$ cat config.mk
export PLATFORM = sky130hd
export DESIGN_NAME = plm_dp_port_arbiter
export DESIGN_NICKNAME = d
export VERILOG_FILES = /design/src/rtl/plm_dp_port_arbiter.sv
export SDC_FILE = /design/constraint.sdc
export NUM_CORES = 1
export LEC_CHECK = 0
export CORE_UTILIZATION = 30
export DETAILED_ROUTE_END_ITERATION = 6
export GPL_TIMING_DRIVEN = 0
export PLACE_DENSITY_LB_ADDON = 0.08
export SYNTH_ARGS = -nofsm -noshare
export SYNTH_HDL_FRONTEND = slang
export SYNTH_SLANG_ARGS = --single-unit
$ cat constraint.sdc
create_clock -name CLK -period 9.5 [get_ports CLK]
set_input_delay 2.375 -clock CLK [delete_from_list [all_inputs] [get_ports CLK]]
set_output_delay 2.375 -clock CLK [all_outputs]
set_load 0.005 [all_outputs]
$ cat src/rtl/plm_dp_port_arbiter.sv
// ---------------------------------------------------------------------------
// PlmDpPortArbiter: front-end for a true-dual-port PLM bank.
//
// Purpose
//   Shares the two physical ports of a dual-port memory bank between NREQ
//   accelerator channels. Arbitration is round-robin. A second grant in the
//   same cycle is refused when it would touch the port-0 address with a write
//   involved. Read data is steered back to the issuing channel by a tag
//   pipeline whose depth matches the bank read latency.
//
// Ports
//   CLK, RST              clock (rising edge), asynchronous active-high reset
//   req_valid/req_ready   per-channel request handshake (accept = valid & ready)
//   req_we                per-channel write (1) / read (0)
//   req_addr, req_data    per-channel address / write data, packed by channel
//   rsp_valid, rsp_data   per-channel read response, packed by channel
//   A0/A1, D0/D1          bank port address / write data
//   CE0/CE1, WE0/WE1      bank port enable / write enable
//   WEM0/WEM1             bank write mask (all ones on a write)
//   Q0/Q1                 bank port read data
// ---------------------------------------------------------------------------
module plm_dp_port_arbiter #(
    parameter int NREQ   = 4,
    parameter int ADDR_W = 12,
    parameter int DATA_W = 4,
    parameter int RD_LAT = 1
) (
    input  logic                     CLK,
    input  logic                     RST,
    input  logic [NREQ-1:0]          req_valid,
    output logic [NREQ-1:0]          req_ready,
    input  logic [NREQ-1:0]          req_we,
    input  logic [NREQ*ADDR_W-1:0]   req_addr,
    input  logic [NREQ*DATA_W-1:0]   req_data,
    output logic [NREQ-1:0]          rsp_valid,
    output logic [NREQ*DATA_W-1:0]   rsp_data,
    output logic [ADDR_W-1:0]        A0,
    output logic [ADDR_W-1:0]        A1,
    output logic [DATA_W-1:0]        D0,
    output logic [DATA_W-1:0]        D1,
    output logic                     CE0,
    output logic                     CE1,
    output logic                     WE0,
    output logic                     WE1,
    output logic [DATA_W-1:0]        WEM0,
    output logic [DATA_W-1:0]        WEM1,
    input  logic [DATA_W-1:0]        Q0,
    input  logic [DATA_W-1:0]        Q1
);

    localparam int PTR_W = (NREQ > 1) ? $clog2(NREQ) : 1;

    // Round-robin start point for the scan.
    logic [PTR_W-1:0]  ptr_q;
    logic [PTR_W-1:0]  ptr_d;

    // Current-cycle grant decisions for port 0 and port 1.
    logic              g0_valid;
    logic [PTR_W-1:0]  g0_idx;
    logic              g0_we;
    logic [ADDR_W-1:0] g0_addr;
    logic              g1_valid;
    logic [PTR_W-1:0]  g1_idx;
    logic              g1_we;

    // Read tags in flight, one lane per bank port (lane index = port).
    logic              tag_v  [2][RD_LAT];
    logic [PTR_W-1:0]  tag_ch [2][RD_LAT];

    // Scan channels starting at ptr. The first valid channel takes port 0.
    // Later channels are tried for port 1 and skipped (not stopped at) when
    // they hit the port-0 address with a write on either side. Two reads of
    // the same address are harmless and both go through.
    always_comb begin
        logic [PTR_W-1:0] cand;
        logic             cand_conflict;
        g0_valid      = 1'b0;
        g0_idx        = '0;
        g0_we         = 1'b0;
        g0_addr       = '0;
        g1_valid      = 1'b0;
        g1_idx        = '0;
        g1_we         = 1'b0;
        cand          = '0;
        cand_conflict = 1'b0;
        for (int k = 0; k < NREQ; k++) begin
            cand = PTR_W'((int'(ptr_q) + k) % NREQ);
            if (req_valid[cand]) begin
                if (!g0_valid) begin
                    g0_valid = 1'b1;
                    g0_idx   = cand;
                    g0_we    = req_we[cand];
                    g0_addr  = req_addr[cand*ADDR_W +: ADDR_W];
                end else if (!g1_valid) begin
                    cand_conflict = (req_addr[cand*ADDR_W +: ADDR_W] == g0_addr)
                                    && (g0_we || req_we[cand]);
                    if (!cand_conflict) begin
                        g1_valid = 1'b1;
                        g1_idx   = cand;
                        g1_we    = req_we[cand];
                    end
                end
            end
        end
    end

    // Handshake back to the channels and the next scan start point, which is
    // just past the last channel granted this cycle.
    always_comb begin
        req_ready = '0;
        ptr_d     = ptr_q;
        if (g0_valid) begin
            req_ready[g0_idx] = 1'b1;
            ptr_d = PTR_W'((int'(g0_idx) + 1) % NREQ);
        end
        if (g1_valid) begin
            req_ready[g1_idx] = 1'b1;
            ptr_d = PTR_W'((int'(g1_idx) + 1) % NREQ);
        end
    end

    // Bank port drive. Everything is forced to zero on an idle port so the
    // bank sees clean, quiet inputs.
    always_comb begin
        CE0  = g0_valid;
        WE0  = g0_valid & g0_we;
        A0   = g0_valid ? g0_addr : '0;
        D0   = g0_valid ? req_data[g0_idx*DATA_W +: DATA_W] : '0;
        WEM0 = {DATA_W{WE0}};
        CE1  = g1_valid;
        WE1  = g1_valid & g1_we;
        A1   = g1_valid ? req_addr[g1_idx*ADDR_W +: ADDR_W] : '0;
        D1   = g1_valid ? req_data[g1_idx*DATA_W +: DATA_W] : '0;
        WEM1 = {DATA_W{WE1}};
    end

    // Round-robin pointer register.
    always_ff @(posedge CLK or posedge RST) begin
        if (RST) begin
            ptr_q <= '0;
        end else begin
            ptr_q <= ptr_d;
        end
    end

    // Tag shift pipeline. Stage 0 captures this cycle's read grants and the
    // last stage lines up with Q of the same port. Reset drops any reads in
    // flight so they never produce a response.
    always_ff @(posedge CLK or posedge RST) begin
        if (RST) begin
            for (int p = 0; p < 2; p++) begin
                for (int s = 0; s < RD_LAT; s++) begin
                    tag_v[p][s]  <= 1'b0;
                    tag_ch[p][s] <= '0;
                end
            end
        end else begin
            tag_v[0][0]  <= g0_valid & ~g0_we;
            tag_ch[0][0] <= g0_idx;
            tag_v[1][0]  <= g1_valid & ~g1_we;
            tag_ch[1][0] <= g1_idx;
            for (int p = 0; p < 2; p++) begin
                for (int s = 1; s < RD_LAT; s++) begin
                    tag_v[p][s]  <= tag_v[p][s-1];
                    tag_ch[p][s] <= tag_ch[p][s-1];
                end
            end
        end
    end

    // Steer bank read data to the channel named by the tag. A channel gets
    // at most one grant per cycle, so the two lanes never collide here.
    always_comb begin
        rsp_valid = '0;
        rsp_data  = '0;
        if (tag_v[0][RD_LAT-1]) begin
            rsp_valid[tag_ch[0][RD_LAT-1]]                 = 1'b1;
            rsp_data[tag_ch[0][RD_LAT-1]*DATA_W +: DATA_W] = Q0;
        end
        if (tag_v[1][RD_LAT-1]) begin
            rsp_valid[tag_ch[1][RD_LAT-1]]                 = 1'b1;
            rsp_data[tag_ch[1][RD_LAT-1]*DATA_W +: DATA_W] = Q1;
        end
    end

endmodule

---- Yosys cells after proc, flatten, opt, wreduce, memory -nomap -nowiden ----
Cells that the tools add are included.
storage, ports and cells
  bits of input ports ..................... 82
  logic and storage cells ................. 158
  ROM bits ................................ 0
  memories kept ........................... 0
  output and inout port bits .............. 68
  memory bits (writable) .................. 0
  latch bits .............................. 0
  register bits after elaboration ......... 8
operators by class
  bitwise operators ....................... 9
  reductions and logical operators ........ 11
  $mul .................................... 5
  div/mod/pow operators ................... 0
  add/sub/neg operators ................... 7
  $lt $le $gt $ge ......................... 12
  equality and inequality tests ........... 3
  shifts and indexed selects .............. 11
  muxes and demuxes ....................... 95
operator list
  cell                       number
  $shiftx A48 B7 Y12         5
  $mux W12                   9
  $neg A4 Y34                2
  $shift A4 B34 Y16 const A  2
  $shiftx A4 B34 Y16         2
  $mux W1                    45
  $mux W2                    20
  $eq A12 B12 Y1             3
  $mux W16                   2
  $shiftx A16 B5 Y4          2
  $lt A2 B3 Y1 const B       8
  $mux W4                    6
  $mul A2 B2 Y4 const B      5
  $and A16 B16 Y16           1
  $bmux W1 S2                8
  $bwmux W16                 1
  $demux W1 S2               4
  $ge A2 B1 Y1 const B       4
  $or A4 B4 Y4               2
  $logic_and A1 B1 Y1        7
  $add A2 B1 Y2 const B      3
  $add A2 B2 Y2 const B      2
  $and A1 B1 Y1              4
  $logic_or A1 B1 Y1         3
  2 further kinds            3

---- Logic depth before layout (Yosys ltp) ----
  depth in word-level cells ............... 22
  gate-level depth with buffers ........... 17
  depth with buffers taken out ............ 11

---- Least setup slack after synthesis ----
OpenSTA, ideal clock, no wires.
  kind .................................... input-to-output
  start point ............................. in req_valid[3]
  end point ............................... out WEM1[0]
  setup slack ............................. 1,824 ps
  cell stages on the path ................. 11
  data arrival time ....................... 5,301 ps
  buffers on the path ..................... 2
  required time ........................... 7,125 ps
  path through ............................ and4b_4 > or4_4 > buf_6 > a22oi_1 > xnor2_1 > o2111ai_1 > nor4_4 > nor3_2 > or4_1 > a31oi_1 > buf_4
on the way
  cells in the longest elaborated chain, start to end .. 17
  elaborated cells between the ends (all ways) .. 53
  those cells by class .................... 3 x eq/ne; 43 x mux; 1 x bitwise; 6 x reduce/logical
ends and longest elaborated chain
  what                                                  line    text
  start: declaration                                    30      input logic [NREQ-1:0] req_valid,
  $bmux W1 S2                                           88      if (req_valid[cand]) begin
  $mux W1 (implied by the code)                         88
  $mux W12 or $mux W1 (tied branches)                   88
  $eq A12 B12 Y1 or $logic_or A1 B1 Y1 (tied branches)  95, 96
  $logic_and A1 B1 Y1                                   96      && (g0_we || req_we[cand]);
  $mux W1                                               97      if (!cand_conflict) begin
  $mux W1                                               89      if (!g0_valid) begin
  $mux W1                                               88
  $mux W1                                               97
  $mux W1                                               94      end else if (!g1_valid) begin
  $mux W1                                               89
  $mux W1                                               88
  $mux W1                                               97
  $mux W1                                               94
  $mux W1                                               89
  $mux W1                                               88
  $and A1 B1 Y1 (*)                                     131     WE1 = g1_valid & g1_we;
  end: declaration                                      46      output logic [DATA_W-1:0] WEM1,
Every way passes the cells marked *; elsewhere a longest branch is shown, timed or not. The select of a mux whose other input is x is not followed.

---- Worst setup path in the final report ----
  start point ............................. in req_valid[3]
  end point ............................... out WEM1[1]
Same word-level chain as after synthesis.

==> out/qor.yml <==
postRouteAntennaNets: 0
insertion_delay_ns: 0.23
synthFlopType: "dfrtp_1"
ys_warn_count: 0
synth_area_leaders: "mux4_2, mux2i_1, a22o_1, xnor2_1, mux2_2"
holdCritStartpoint: "ptr_q[1]"
yosys.area.top_type: "mux4_2"
drv_slew: 0
reg2reg_slack_ns: 5.01
syn2layout_area_growth_pct: 39.43
firstDrtPassIters: 7
reg2reg_depth: 15
fillers: 1443
cp_num_buf_inv: 4
relSlewSlack: 0.4044
vdd_drop_max_mv: 0.2554
required_ns: 7.13
fmax_mhz: 108.5
whs_ns: 1.198
rsz0062_at_grt: "false"
max_stage_delay_ns: 0.56
synth_nets: 605
vias: 4994
status: "finished with violations"
period_share: 0.9701
worst_pin_slew_ns: 0.8895
rows: 44
viasPerCell: 5.910
place.gp.congestion: 0.9229
hp-class: "reg2reg"
start_kind: "input port"
arrival_ns: 6.84
grt_pass1_vias: 4947
grt.total_usage: 0.2282
yosys_register_bits: 8
root_buffer: "clkbuf_16"
leakage_nw: 2.381
synth.top_cell.area_share: 0.1822
antenna_found_initial: 0
synth_edf_count: 0
hold_end: "ptr_q[1]"
clk_path_buf_depth: 2
finalPower_mw: 2.617
dieWidth_um: 125.5
violations: "design-rule violations"
cts_made_buffers: 3
final.setup_skew_ns: 0.0003826
crit_path_frequent_cell: "clkdlybuf4s50_1"
power_density_nw_per_um2: 410.4
drive_gt1_frac: 0.1770
cp_top_family: "simple AND/OR/NAND/NOR gates"
antenna_cells: 0
cts.sinks: 8
drc: 13
multi_input_area_sq_um: 4006
synth_cell_types: 68
critPathSlowestCell: "clkdlybuf4s50_1"
hold_viol: 0
async_reset_ff_frac: 1.000
grt_max_degree: 11
drt_iter0_markers: 387
worstPathMaxFanout: 10
core_area_sq_um: 14700
post-dp-hpwl_um: 14200
finalWirelength_um: 18150
cts_setup_buffers: 0
grt_pass1_wl_um: 28390
die_area_sq_um: 15740
fin_nets: 759
syn_avg_cell_area_sq_um: 8.985
layout_min_cycle_time_ns: 9.216
initial_core_util: 0.3111
clk_pin_slew_ns: 0.04
regArea_sq_um: 200.2
synthesis.area_sq_um: 4573
yosysSeqAreaShare: 0.04378
gr-total-overflow: 0
setup_tns_ns: 0
io_buffer_count: 149
tritoncts: "built"
wl_per_cell_um: 21.47
io_pins: 150
synthCells: 509
worstSetupPathType: "in2out"
finalSetupViolCount: 0
max_cap_violations: 0
worstPathCellList: "clkdlybuf4s50_1 > and4b_4 > or4_4 > buf_6 > a22oi_1 > xnor2_1 > o2111ai_1 > nor4_4 > nor3_2 > or4_1 > a31oi_1 > buf_4 > clkdlybuf4s50_1"
r2r-end: "ptr_q[1]"
htree_num_levels: 1
hold_depth: 4
crit_start: "req_valid[3]"
cp-end-kind: "output pin"
fp.dieH_um: 125.5
regToRegStartpoint: "ptr_q[1]"
[worst min-delay path, cell delays in order (launching register included)]
cell and delay, ns:
dfrtp_1 0.35, buf_6 0.18, buf_6 0.21, inv_2 0.17, o2111ai_1 0.23
[placed cells by master (no fill, tap or decap), types with 10 or more instances in the layout]
cell / n
nand2_1: 39
inv_1: 17
clkdlybuf4s50_1: 149
buf_4: 14
xnor2_1: 30
nor2_1: 16
mux2i_1: 61
mux2_2: 18
buf_2: 12
a21oi_1: 15
o22ai_2: 10
ha_1: 14
nand2b_1: 15
mux4_2: 37
a22o_1: 32
o21ai_0: 31
[registers in the layout, summed over array words and instances (netlist names)]
name and cells:
ptr_q 2, tag_ch 4, tag_v 2
[cell usage after synthesis (all sizes together), types with 4 or more instances]
cell and count:
nand2 39, and2 4, o22ai 19, ha 14, clkbuf 8, nand2b 15, a22o 32, xnor2 30
inv 19, a21oi 15, o21ai 32, mux2 18, nor4bb 4, o31ai 5, buf 36, nand3 5
or3 4, a22oi 5, nor4 9, o221ai 4, nand4 8, nor2 16, nor2b 6, mux2i 61
nor3 5, mux4 40, dfrtp 8, xor2 6, o2111ai 7
[logic make-up (layout without fill, tap and decap cells)]
| family | after synthesis | after routing | synth area share |
|---|---|---|---|
| AOI/OAI and AO/OA | 135 | 135 | 0.2238 |
| and+or+nand+nor | 131 | 131 | 0.1644 |
| muxes | 119 | 119 | 0.3773 |
| buffers and inverters | 65 | 217 | 0.08126 |
| xor gates and xnor gates | 36 | 36 | 0.06895 |
| adders and majority gates | 15 | 15 | 0.04049 |
| DFF | 8 | 8 | 0.04378 |
[layout make-up]
type	instances	area share
Buffer	44	0.04611
Clock buffer	3	0.01177
Inverter	21	0.01236
Multi-Input combinational cell	436	0.6283
Sequential cell	8	0.03140
Tap cell	184	0.03611
Timing Repair Buffer	149	0.2339
[routing by layer]
layer  GRT usage  routed length, um  up-vias
met5           0                  0        -
met4     0.05093                310        0
met3     0.01712                899       21
met2      0.3987               8834      194
met1      0.3054               8101     2467
li1            -                  -     2312
[power breakdown]
part | internal [mW] | switching (mW) | total, mW
sequential | 0.0531 | 0.0185 | 0.0716
combinational | 1.23 | 1.24 | 2.48
clock | 0.0541 | 0.0152 | 0.0693
total | 1.34 | 1.28 | 2.62
[how the worst max path moves through the flow]
stage | to | slack (ns) | cells past startpoint
after floorplan | WEM1[0] | 1.82 | 11
after global placement | A1[9] | 0.14 | 14
after detailed placement | A1[9] | 0.16 | 14
after CTS | A1[9] | 0.15 | 14
after global routing | req_ready[2] | 0.05 | 15
final | WEM1[1] | 0.28 | 13
[per-stage QoR]
stage               area, sq um  instances  utilization  setup WS, ns
floorplan                  4573        509            -         1.824
global placement           6295        842       0.4282        0.1371
detailed placement         6295        842       0.4282        0.1637
CTS                        6370        845       0.4334        0.1530
global route               6376        845       0.4338       0.05206
finish                     6376        845       0.4338        0.2836
[repair_timing]
| action | in CTS | in global routing |
|---|---|---|
| hold buffers | 0 | 0 |
| gates resized for setup | 0 | 3 |
| setup endpoints to repair | 0 | 11 |
No activity file was read; power rests on OpenSTA's default activity.
==> patch: new RTL, same settings <==
Reset style: synchronous (`RST`), changed in 2 clocked blocks. Comments in the files are not updated.
--- a/src/rtl/plm_dp_port_arbiter.sv
+++ b/src/rtl/plm_dp_port_arbiter.sv
@@ -137,3 +137,3 @@
     // Round-robin pointer register.
-    always_ff @(posedge CLK or posedge RST) begin
+    always_ff @(posedge CLK) begin
         if (RST) begin
@@ -148,3 +148,3 @@
     // flight so they never produce a response.
-    always_ff @(posedge CLK or posedge RST) begin
+    always_ff @(posedge CLK) begin
         if (RST) begin
Behaviour: not the same (a bounded check fails within 4 cycles, from zero or initial values and one cycle with RST high; the reset may be asserted at any time).
==> patch against the unedited design <==
Setup slack lost 0.12 ns. First-iteration DRC count grew 36%. Fmax shrank 1.3%. Final area grew 1.9%. Die area grew 0.97%. Area after synthesis grew 0.98%. Wire length grew 16%. Sequential cell count is the same. Power shrank 9.0%. Critical endpoint is now A1[5]. Highest routed layer unchanged.
==> patch: results (changes against the unedited design) <==
clock_network:
  clk_path_buf_depth: 2  # unchanged
  clk_pin_slew_ns: 0.03
  numCtsBuffers: 3  # unchanged
  root_buffer: "clkbuf_16"
  htreeDepth: 1  # unchanged
  clock_latency_ns: 0.23  # about the same
grt:
  grt_usage: 0.256  # +0.0275
  antenna_found_initial: 0  # unchanged
  grt_max_degree: 11  # unchanged
  grt_pass1_wl_um: 31500  # +11%
  grt_pass1_vias: 5392  # +9.0%
layout:
  largestRegisters: "tag_ch (4), ptr_q (2), tag_v (2)"
  n_antenna_cell: 0  # unchanged
  finalNetCount: 828  # +9.1%
  drive_above_1_share: 0.175  # -0.00166
worst_setup_path:
  crit_path_max_fanout: 10  # unchanged
  cpPeakStageDelay_ns: 0.56  # about the same
  cpLargestDelayFamily: "buffers and inverters"
  slowest_stage: "clkdlybuf4s50_1"
  regToRegSetupSlack_ns: 5.36  # +0.35 ns
  worstPathArrival_ns: 6.96  # +0.12 ns
timing:
  fin_skew_ns: 0.000562  # +0.000180 ns
  holdWs_ns: 1.43  # +0.229 ns
  worst_slew_pin_slew_ns: 1.05  # +0.164 ns
place:
  port_buffers: 149  # unchanged
  gp_congestion: 0.914  # -0.93%
  dpl.hpwl_um: 16600  # +17%
  place_area_um2: 6340  # +0.72%
synthesis:
  synthArstFlopShare: 0  # -1.00
  synth_most_common_cell: "nand2_1"
  synth_warnings: 0  # unchanged
  synth_common_cells: "52 x nand2_1, 46 x mux2i_1, 38 x nor2_1"
  synth_nets: 670  # +11%
  ys_types: 77  # +13%
  synthTopCellsByArea: "mux4_2 11%, mux2i_1 10%, mux2_2 5.9%"
  avgSynthCellArea_um2: 8.05  # -10%
  synth_top_flop_cell: "dfxtp_1"
  yosysSeqAreaShare: 0.0347  # -0.00910
power:
  irDropWorstVdd_mv: 0.172  # -33%
  p_leak_nw: 2.41  # +1.2%
detailed_routing:
  drt_iter0_markers: 526  # +36%
  routedWlPerCell_um: 23.1  # +7.3%
  firstDrtPassIters: 5  # -2
  drt-total-wl_um: 21100  # +16%
  via_count: 5592  # +12%
worst_hold_path:
  hold_class: "flip-flop to flip-flop"
outcome:
  outcome: "finished, final reports clean"
[patch: cell types whose count changed in the layout (fill, tap and decap cells not counted), moves of 9 or more]
cell	before	now
mux4_2	37	23
a221oi_1	0	13
inv_1	17	8
mux2i_1	61	46
nor2_1	16	38
nand2_1	39	52
mux2_1	0	9
o22ai_2	10	0
nand3_1	5	31
xnor2_1	30	12
o21ai_0	31	21
a32oi_1	0	13
nor3_1	4	15
[patch: through the flow]
| step | TNS [ns] | utilization | setup slack, ns |
|---|---|---|---|
| 2_1_floorplan | 0 | - | 1.94 |
| 3_3_place_gp | -0.000691 | 0.430 | -0.000691 |
| 3_5_place_dp | -0.0600 | 0.430 | -0.0490 |
| 4_1_cts | 0 | 0.435 | 0.0538 |
| 5_1_grt | 0 | 0.440 | 0.0329 |
| 6_report | 0 | 0.440 | 0.161 |
[patch: tightest hold or removal path, cell delays in order, from the launching register on]
cell	delay [ns]
dfxtp_1	0.32
mux2_2	0.34
nor2_1	0.13
a21oi_1	0.10
nor2_1	0.10
o21ai_1	0.23
nor2_1	0.16
[patch: path summary, 6_finish.rpt]
check,start,end,cells past startpoint
worst max-delay path,req_valid[3],A1[5],17
worst min-delay path,ptr_q[1],tag_v[0][1],6
worst max register to register,ptr_q[0],tag_v[0][1],14
worst min register to register,ptr_q[1],tag_v[0][1],6
[patch: routing by layer]
metal	vias up	GRT usage	routed length, um
li1	2559	-	-
met1	2706	0.336	9160
met2	283	0.436	9950
met3	44	0.0212	1300
met4	0	0.0928	665
met5	-	0	0
[patch: timing repair]
action | in CTS | in global routing
endpoints found under the setup margin | 8 | 24
pin swaps | 0 | 2
gates resized for setup | 2 | 18
setup buffers | 0 | 4
hold buffers | 0 | 0
[patch: kinds of logic (layout without fill, tap and decap cells)]
kind of cell / Yosys count / after routing / share of synthesized area
XOR/XNOR: 26 / 26 / 0.0493
AND/OR/NAND/NOR: 194 / 194 / 0.212
adder cells (fa/ha/maj): 14 / 14 / 0.0379
buffers and inverters: 65 / 221 / 0.0948
flip-flops: 8 / 8 / 0.0347
multiplexers: 106 / 106 / 0.307
AO/OA/AOI/OAI: 161 / 161 / 0.264
[patch: cell type report]
class,instances,area [um^2]
Fill cell,1483,8260
Multi-Input combinational cell,501,4060
Timing Repair Buffer,153,1520
Buffer,55,413
Tap cell,184,230
Sequential cell,8,160
Clock buffer,3,75.1
Inverter,10,37.5
[patch: power by group]
group / switching (mW) / internal (mW)
clock: 0.0148 / 0.0541
combinational: 1.16 / 1.09
sequential: 0.0131 / 0.0476
